File: src/rtl/multu_hilo_unit.sv
// Sequential radix-2 shift-add unsigned multiplier with the HI/LO register pair.
// Stalls the pipeline when MFHI/MFLO or a second MULTU arrives while a multiply is in flight.
module multu_hilo_unit #(
  parameter int unsigned WIDTH = 32
) (
  input  logic             clk,
  input  logic             rst,
  input  logic             start,
  input  logic [WIDTH-1:0] op_a,
  input  logic [WIDTH-1:0] op_b,
  input  logic             flush,
  input  logic             mf_req,
  input  logic             mf_sel,
  output logic [WIDTH-1:0] hilo_out,
  output logic             busy,
  output logic             done,
  output logic             stall
);

  localparam int unsigned CntW = (WIDTH > 1) ? $clog2(WIDTH) : 1;
  localparam logic [CntW-1:0] CntLast = CntW'(WIDTH - 1);

  typedef enum logic [0:0] {StIdle, StRun} state_e;

  state_e             state_q, state_d;
  logic [WIDTH-1:0]   mcand_q, mcand_d;
  logic [WIDTH-1:0]   mplier_q, mplier_d;
  logic [2*WIDTH-1:0] acc_q, acc_d;
  logic [CntW-1:0]    cnt_q, cnt_d;
  logic [WIDTH-1:0]   hi_q, hi_d;
  logic [WIDTH-1:0]   lo_q, lo_d;
  logic               done_q, done_d;

  logic [WIDTH:0]     sum;
  logic [2*WIDTH-1:0] step_acc;

  // Add into the upper half with carry, then shift {carry, acc} right by one.
  always_comb begin
    sum      = {1'b0, acc_q[2*WIDTH-1:WIDTH]} + (mplier_q[0] ? {1'b0, mcand_q} : '0);
    step_acc = {sum, acc_q[WIDTH-1:1]};
  end

  always_comb begin
    state_d  = state_q;
    mcand_d  = mcand_q;
    mplier_d = mplier_q;
    acc_d    = acc_q;
    cnt_d    = cnt_q;
    hi_d     = hi_q;
    lo_d     = lo_q;
    done_d   = 1'b0;
    unique case (state_q)
      StIdle: begin
        if (start && !flush) begin
          mcand_d  = op_a;
          mplier_d = op_b;
          acc_d    = '0;
          cnt_d    = '0;
          state_d  = StRun;
        end
      end
      StRun: begin
        if (flush) begin
          state_d = StIdle;
        end else begin
          acc_d    = step_acc;
          mplier_d = mplier_q >> 1;
          cnt_d    = cnt_q + CntW'(1);
          if (cnt_q == CntLast) begin
            hi_d    = step_acc[2*WIDTH-1:WIDTH];
            lo_d    = step_acc[WIDTH-1:0];
            done_d  = 1'b1;
            state_d = StIdle;
          end
        end
      end
      default: state_d = StIdle;
    endcase
  end

  always_ff @(posedge clk or negedge rst) begin
    if (!rst) begin
      state_q  <= StIdle;
      mcand_q  <= '0;
      mplier_q <= '0;
      acc_q    <= '0;
      cnt_q    <= '0;
      hi_q     <= '0;
      lo_q     <= '0;
      done_q   <= 1'b0;
    end else begin
      state_q  <= state_d;
      mcand_q  <= mcand_d;
      mplier_q <= mplier_d;
      acc_q    <= acc_d;
      cnt_q    <= cnt_d;
      hi_q     <= hi_d;
      lo_q     <= lo_d;
      done_q   <= done_d;
    end
  end

  always_comb begin
    busy     = (state_q == StRun);
    done     = done_q;
    stall    = busy & (mf_req | start);
    hilo_out = mf_sel ? hi_q : lo_q;
  end

endmodule

File: config.mk
export PLATFORM = sky130hd
export DESIGN_NAME = multu_hilo_unit
export DESIGN_NICKNAME = d
export VERILOG_FILES = /design/src/rtl/multu_hilo_unit.sv
export SDC_FILE = /design/constraint.sdc
export NUM_CORES = 1
export LEC_CHECK = 0
export CORE_AREA = 2 2 140 142
export DETAILED_ROUTE_END_ITERATION = 10
export DIE_AREA = 0 0 142 144
export PLACE_DENSITY = 0.77
export SYNTH_ARGS = -nofsm -noshare
export SYNTH_HDL_FRONTEND = slang
export SYNTH_SLANG_ARGS = --single-unit
File: constraint.sdc
create_clock -name clk -period 4.72 [get_ports clk]
set_input_delay 1.18 -clock clk [delete_from_list [all_inputs] [get_ports clk]]
set_output_delay 1.18 -clock clk [all_outputs]
set_load 0.01 [all_outputs]
-- Yosys cells after proc, flatten, opt, wreduce, memory -nomap -nowiden
Cells that the tools add are included.
- latch bits: 0
- memories: 0
- memory bits (writable): 0
- logic and storage cells: 40
- memory bits (read-only): 0
- output and inout port bits: 35
- flip-flop bits (word level): 199
- bits of input ports: 70
- equal/unequal tests: 3
- reductions and logical operators: 5
- $lt $le $gt $ge: 0
- add/subtract/negate cells: 2
- shift operators: 0
- mux-type cells: 18
- $mul: 0
- div/mod/pow operators: 0
- bitwise logic cells: 4
- operators by type and width (cell ; number):
    $mux W32 ; 4
    $mux W64 ; 2
    $pmux W64 S2 ; 1
    $pmux W32 S2 ; 1
    $add A32 B32 Y33 ; 1
    $mux W5 ; 2
    $pmux W5 S2 ; 1
    $mux W1 ; 6
    $add A5 B1 Y5 const B ; 1
    $eq A5 B5 Y1 const B ; 1
    $ne A2 B2 Y1 const B ; 2
    $reduce_and A2 Y1 ; 2
    $reduce_and A3 Y1 ; 1
    $not A1 Y1 ; 2
    $pmux W1 S2 ; 1
    $and A1 B1 Y1 ; 1
    $logic_and A1 B1 Y1 ; 1
    $logic_not A1 Y1 ; 1
    $or A1 B1 Y1 ; 1

-- Logic depth before layout (Yosys ltp)
Gate-level depths: netlist of the first run.
- depth after elaboration: 4
- mapped depth: 11
- gate-level depth less buffers: 11

-- Least setup slack after synthesis of the first run
OpenSTA, ideal clock, no wires.
- kind: input port to output port
- from: input port mf_sel
- to: output port hilo_out[10]
- data required time: 3540 ps
- path slack: 1446 ps
- buffers on the path: 2
- stages: 3
- arrival: 2094 ps
- path through: clkbuf_1 -> buf_1 -> mux2_2
- longest elaborated chain between the ends: 1
- ends and longest elaborated chain (what ; line ; text):
    start, declared ; 13 ; input logic mf_sel,
    $mux W32 ; 107 ; hilo_out = mf_sel ? hi_q : lo_q;
    end, declared ; 14 ; output logic [WIDTH-1:0] hilo_out,
Every way passes these cells.

-- Final worst setup path of the first run
- from: input port mf_sel
- to: output port hilo_out[1]
The elaborated chain is that of the path after synthesis.

==> metrics.csv, run 1 <==
metric;value;unit
outcome;finished, final reports clean;
syn_area;10290;sq um
relSlewSlack;0.4097;
avgViaCountPerCell;5.884;
numCtsBuffers;17;
cts_buffer_depth;2;
min_from;lo_q[6];
layout_commonest_cell;dfrtp_1;
numPortBuffers;104;
p_leak;5.593;nW
final_cell_mix;dfrtp_1, nand2_1, clkdlybuf4s50_1, mux2_2, a21oi_1;
drv_slew;0;
period_needed;4.108;ns
worst_setup_path_end_kind;primary output;
ir_drop;0.0002516;V
h-tree-depth;4;
cts_hold_buf;0;
synthArstFlopShare;1.000;
die_x;142;microns
ys_ff_latch;198;
syn_inst;993;
wl_per_cell;18.05;microns
post-dp-hpwl;16280;microns
fillers;1541;
post-cts-setup-buffers;0;
powerDensity;372.0;nW/um^2
worstHoldEndpoint;lo_q[6];
finalNetCount;1169;
setup_viol_count_final;0;
core_area;19080;sq um
grt_setup_unrepaired;false;
cap_violations;0;
yosysWarnings;0;
grt_overflow;0;
critPathTopFamily;buffers and inverters;
setup.worst_path.class;input pin to primary output;
finalCritPeriodShare;0.8704;
grt_pass1_wl;39630;microns
hold_path.class;register to register;
io_pins;105;
drt.antenna.violating_nets;0;
path_clk_slew;0.08;ns
ys.flop_type;dfrtp_1;
tns;0;ns
crit_top_cell;clkdlybuf4s50_1;
start_kind;input pin;
worst-path-buf-inv;3;
totalWireLength;23740;microns
cp_data_arrival_time;2.93;ns
drive_gt1_frac;0.1421;
hold_viol_final;0;
tightest_slew;0.8854;ns
fp.dieH;144;microns
start_util;0.5392;
num_rows;51;
reg2reg_from;mplier_q[0];
syn_to_final_growth;16.92;%
cts.sinks;198;
insertion_delay;0.44;ns
required;3.54;ns
diodes;0;
post_cts_resized;0;
synth_edf_count;0;
antenna_found_initial;0;
ys_seq_area_frac;0.4816;
min_path_cells;2;
rrSetupSlack;1.19;ns
grt_max_degree;102;
crit_fanout;32;
clock-root-buffer;clkbuf_16;
route.detailed.drc;0;
drt_iter0_markers;570;
hold_slack;0.4756;ns
skew;0.008338;ns
synth.distinct_cells;63;
syn_nets;1098;
synth.avg_cell_area;10.36;sq um
cp_slowest_cell;clkdlybuf4s50_1;
cts_tree;done;
worstReg2RegEnd;hi_q[23];
num_vias;7738;
path_cells;clkdlybuf4s50_1, buf_4, mux2_2, clkdlybuf4s50_1;
dieArea;20450;sq um
max_freq;243.4;MHz
first_global_vias;7734;
dr.pass1.iters;7;
worstRegToRegCells;9;
gp_congestion;0.9100;
slowest_delay;0.48;ns
groute.usage.overall;0.2454;
[layer usage]
metal / wire [microns] / vias up / track usage
met5: 0 / - / 0
met4: 672 / 0 / 0.09263
met3: 1143 / 45 / 0.03675
met2: 11300 / 223 / 0.4002
met1: 10630 / 3787 / 0.3348
li1: - / 3683 / -
[worst max-delay path by stage]
stage	start	endpoint	slack, ns	cells past startpoint
floorplan	mf_sel	hilo_out[10]	1.45	3
global placement	mf_sel	hilo_out[25]	0.67	4
detailed placement	mf_sel	hilo_out[1]	0.61	4
CTS	mf_sel	hilo_out[26]	0.63	4
global route	mf_sel	hilo_out[26]	0.56	4
finish	mf_sel	hilo_out[1]	0.61	4
[layout make-up]
cell class | count | area (sq um) | area share
flip-flops and latches | 198 | 4955 | 0.4119
multi-input cells | 715 | 4955 | 0.4119
repair buffers | 120 | 1165 | 0.09685
clock buffers | 17 | 425.4 | 0.03537
well taps | 238 | 297.8 | 0.02476
clock inverters | 15 | 185.2 | 0.01540
inverters | 12 | 45.04 | 0.003745
[worst register-to-register path, cell delays in order, from the launching register on]
cell and delay [ns]:
dfrtp_1 0.58, buf_4 0.30, and2_1 0.16, ha_1 0.50
nand4_1 0.25, or4_1 0.56, a31oi_2 0.30, o31ai_1 0.14
a21boi_0 0.44, o31ai_1 0.14
[sequential cells by signal (all words and copies together) (netlist names)]
name / cells
acc_q: 63
busy: 1
cnt_q: 5
done: 1
hi_q: 32
lo_q: 32
mcand_q: 32
mplier_q: 32
[stage by stage]
stage               power (mW)  utilization  instance area (sq um)  instances  setup WS, ns
global route             4.698       0.6304                  12030       1315        0.5584
floorplan                2.752            -                  10290        993         1.446
CTS                      4.499       0.6304                  12030       1315        0.6271
detailed placement       3.042       0.5984                  11420       1283        0.6125
global placement         3.015       0.5984                  11420       1283        0.6657
finish                   4.474       0.6304                  12030       1315        0.6117
[synth_stat cells (3+ instances only)]
master    number  area share
and2_1        35       0.021
a22oi_1       19       0.014
a21boi_0       4      0.0029
o31ai_1        8      0.0058
o21a_1         7      0.0051
o21ai_0       56       0.027
nand2_1      159       0.058
buf_4          6      0.0044
buf_1         13      0.0047
nor3_1        12      0.0058
xnor2_1       14       0.012
a21oi_1       62       0.030
ha_1          34       0.041
a211oi_1       3      0.0022
dfrtp_1      198        0.48
mux2_2        82       0.090
clkbuf_8       5      0.0067
mux2i_1       12       0.012
a21o_1         7      0.0051
nand3_1       15      0.0073
clkbuf_2       3      0.0015
nor2b_1       23       0.014
xor2_1        10      0.0085
nor2_1        23      0.0084
buf_6          3      0.0033
a22o_1        56       0.048
nand2b_1       6      0.0036
o21bai_1       3      0.0022
inv_1         12      0.0044
and3b_1        3      0.0026
and3_1         5      0.0030
or3_1          7      0.0043
clkbuf_1      35       0.013
nand4_1       15      0.0091
[where the power goes]
part	internal, mW	leakage, nW	switching [mW]
combinational	0.424	2.67	0.595
sequential	1.88	2.62	0.122
clock	0.719	0.296	0.739
[logic make-up (layout without fill, tap and decap cells)]
family | Yosys count | count (layout) | share of synthesized area
xor gates and xnor gates | 24 | 24 | 0.02043
and+or+nand+nor | 308 | 308 | 0.1412
buffers and inverters | 80 | 164 | 0.03953
adders and majority gates | 35 | 35 | 0.04330
muxes | 94 | 94 | 0.1014
AOI/OAI and AO/OA | 254 | 254 | 0.1725
DFF | 198 | 198 | 0.4816
(Power assumes the default switching activity.)
==> run 2, diff against run 1 <==
==> config.mk (replaced) <==
export PLATFORM = sky130hd
export DESIGN_NAME = multu_hilo_unit
export DESIGN_NICKNAME = d
export VERILOG_FILES = /design/src/rtl/multu_hilo_unit.sv
export SDC_FILE = /design/constraint.sdc
export NUM_CORES = 1
export LEC_CHECK = 0
export CORE_AREA = 2 2 155 157
export DETAILED_ROUTE_END_ITERATION = 10
export DIE_AREA = 0 0 157 159
export SYNTH_ARGS = -nofsm -noshare
export SYNTH_HDL_FRONTEND = slang
export SYNTH_SLANG_ARGS = --single-unit
==> run 2 against run 1 <==
  * First-iteration DRC count is 38% lower
  * Clock-buffer cell count unchanged
  * Cell area rose by 1.2%
==> metrics.csv, run 2 (same netlist as run 1, synthesis figures left out) <==
metric;value;unit;change
cap_violations;0;;unchanged
largest_register_ffs;63;;unchanged
post-dp-hpwl;16860;microns;+3.5%
worstHoldEndpoint;hi_q[4];;
antenna_found_initial;0;;unchanged
insertion_delay;0.44;ns;about the same
min_from;hi_q[4];;
ir_drop;0.0002021;V;-20%
die_x;157;microns;+11%
grt_pass1_wl;40450;microns;+2.1%
drv_slew;0;;unchanged
final_cell_mix;dfrtp_1, nand2_1, clkdlybuf4s50_1, mux2_2, a21oi_1;;
path_clk_slew;0.08;ns;about the same
power;4.521;mW;+1.0%
cts_hold_buf;0;;unchanged
skew;0.01722;ns;+0.008884 ns
finalNetCount;1167;;-0.17%
first_global_vias;7622;;-1.4%
numPortBuffers;104;;unchanged
cp_data_arrival_time;2.92;ns;about the same
num_rows;56;;+9.8%
clkPwrFrac;0.334;;+0.008
route.detailed.drc;0;;unchanged
p_int;3.030;mW;+0.38%
drt.antenna.violating_nets;0;;unchanged
grt_setup_unrepaired;false;;
core_area;23190;sq um;+22%
stdcell_count;1394;;+6.0%
dr.pass1.iters;4;;-3
drive_gt1_frac;0.1414;;-0.0006659
fp.dieH;159;microns;+10%
tightest_slew;1.108;ns;+0.2227 ns
dieArea;24960;sq um;+22%
clock-root-buffer;clkbuf_16;;
start_util;0.4436;;-0.09561
setup_viol_count_final;0;;unchanged
post-cts-setup-buffers;0;;unchanged
layout_commonest_cell;dfrtp_1;;
cts_tree;done;;
wl_per_cell;17.71;microns;-1.9%
relSlewSlack;0.2593;;-0.1504
combPwrFrac;0.223;;-0.005
start_kind;input pin;;
syn_to_final_growth;18.28;%;
totalWireLength;24690;microns;+4.0%
power.switching;1.491;mW;+2.4%
tns;0;ns;unchanged
rrSetupSlack;1.11;ns;-0.08 ns
io_pins;105;;unchanged
gp_congestion;0.8368;;-8.0%
seqPwrFrac;0.443;;-0.003
min_path_cells;2;;unchanged
cts.sinks;198;;unchanged
numCtsBuffers;17;;unchanged
avgViaCountPerCell;5.424;;-7.8%
crit_fanout;32;;unchanged
outcome;finished, final reports clean;;
hold_path.class;register to register;;
finalCritPeriodShare;0.8686;;-0.001774
cts_buffer_depth;2;;unchanged
p_leak;5.606;nW;+0.24%
powerDensity;371.6;nW/um^2;-0.11%
h-tree-depth;4;;unchanged
p_sw_frac;0.3298;;+0.004456
grt_max_degree;88;;-14%
groute.usage.overall;0.2031;;-0.04226
hold_viol_final;0;;unchanged
worstRegToRegCells;11;;+2
fillers;2118;;+37%
worst_setup_path_end_kind;primary output;;
grt_overflow;0;;unchanged
reg2reg_from;mplier_q[0];;
diodes;0;;unchanged
period_needed;4.100;ns;-0.008374 ns
post_cts_resized;0;;unchanged
num_vias;7561;;-2.3%
drt_iter0_markers;352;;-38%
worstReg2RegEnd;acc_q[61];;
top_register;acc_q;;
required;3.54;ns;about the same
max_freq;243.9;MHz;+0.20%
setup.worst_path.class;input pin to primary output;;
placed_cells;1362;;+6.2%
run 2: cell count changes in the layout (fill, tap and decap cells not counted), sizes merged:
cell | previous run | this run
buf | 16 | 14
clkinv | 11 | 9
inv | 16 | 18
run 2: worst max-delay path by stage:
stage / start / to / cells after the start
finish: mf_sel / hilo_out[28] / 4
detailed placement: mf_sel / hilo_out[28] / 4
global route: mf_sel / hilo_out[28] / 4
CTS: mf_sel / hilo_out[28] / 4
floorplan: mf_sel / hilo_out[10] / 3
global placement: mf_sel / hilo_out[29] / 4
run 2: routing by layer:
layer	vias up	share of wire	track usage
li1	3671	-	-
met1	3716	0.47	0.2770
met2	146	0.48	0.3325
met3	28	0.035	0.03674
met4	0	0.019	0.05546
met5	-	0	0
run 2: power by group through the flow:
| stage | Combinational [mW] | Sequential, mW | Clock (mW) |
|---|---|---|---|
| 2_1_floorplan | 0.767 | 1.98 | 0 |
| 3_3_place_gp | 1.01 | 2.03 | 0 |
| 3_5_place_dp | 1.02 | 2.03 | 0 |
| 4_1_cts | 1.02 | 2.00 | 1.54 |
| 5_1_grt | 1.12 | 2.03 | 1.61 |
| 6_report | 1.01 | 2.00 | 1.51 |
run 2: critical path, stage by stage:
cell	delay, ns
clkdlybuf4s50_1	0.45
buf_4	0.39
mux2_2	0.40
clkdlybuf4s50_1	0.49
run 2: layout make-up:
cell class,instances,area (sq um),share of cell area
Timing Repair Buffer,118,1187,0.09758
Multi-Input combinational cell,715,4955,0.4072
Clock buffer,17,425.4,0.03496
Clock inverter,15,201.4,0.01656
Inverter,12,45.04,0.003702
Tap cell,319,399.1,0.03280
Sequential cell,198,4955,0.4072
run 2: metrics by stage:
stage            util  instance area, sq um  setup WS (ns)  hold slack, ns
3_3_place_gp   0.4976                 11540         0.6611          0.4636
5_1_grt        0.5247                 12170         0.5818          0.5068
6_report       0.5247                 12170         0.6201          0.4749
2_1_floorplan       -                 10290          1.446          0.4391
4_1_cts        0.5247                 12170         0.6167          0.4806
3_5_place_dp   0.4976                 11540         0.6238          0.4582
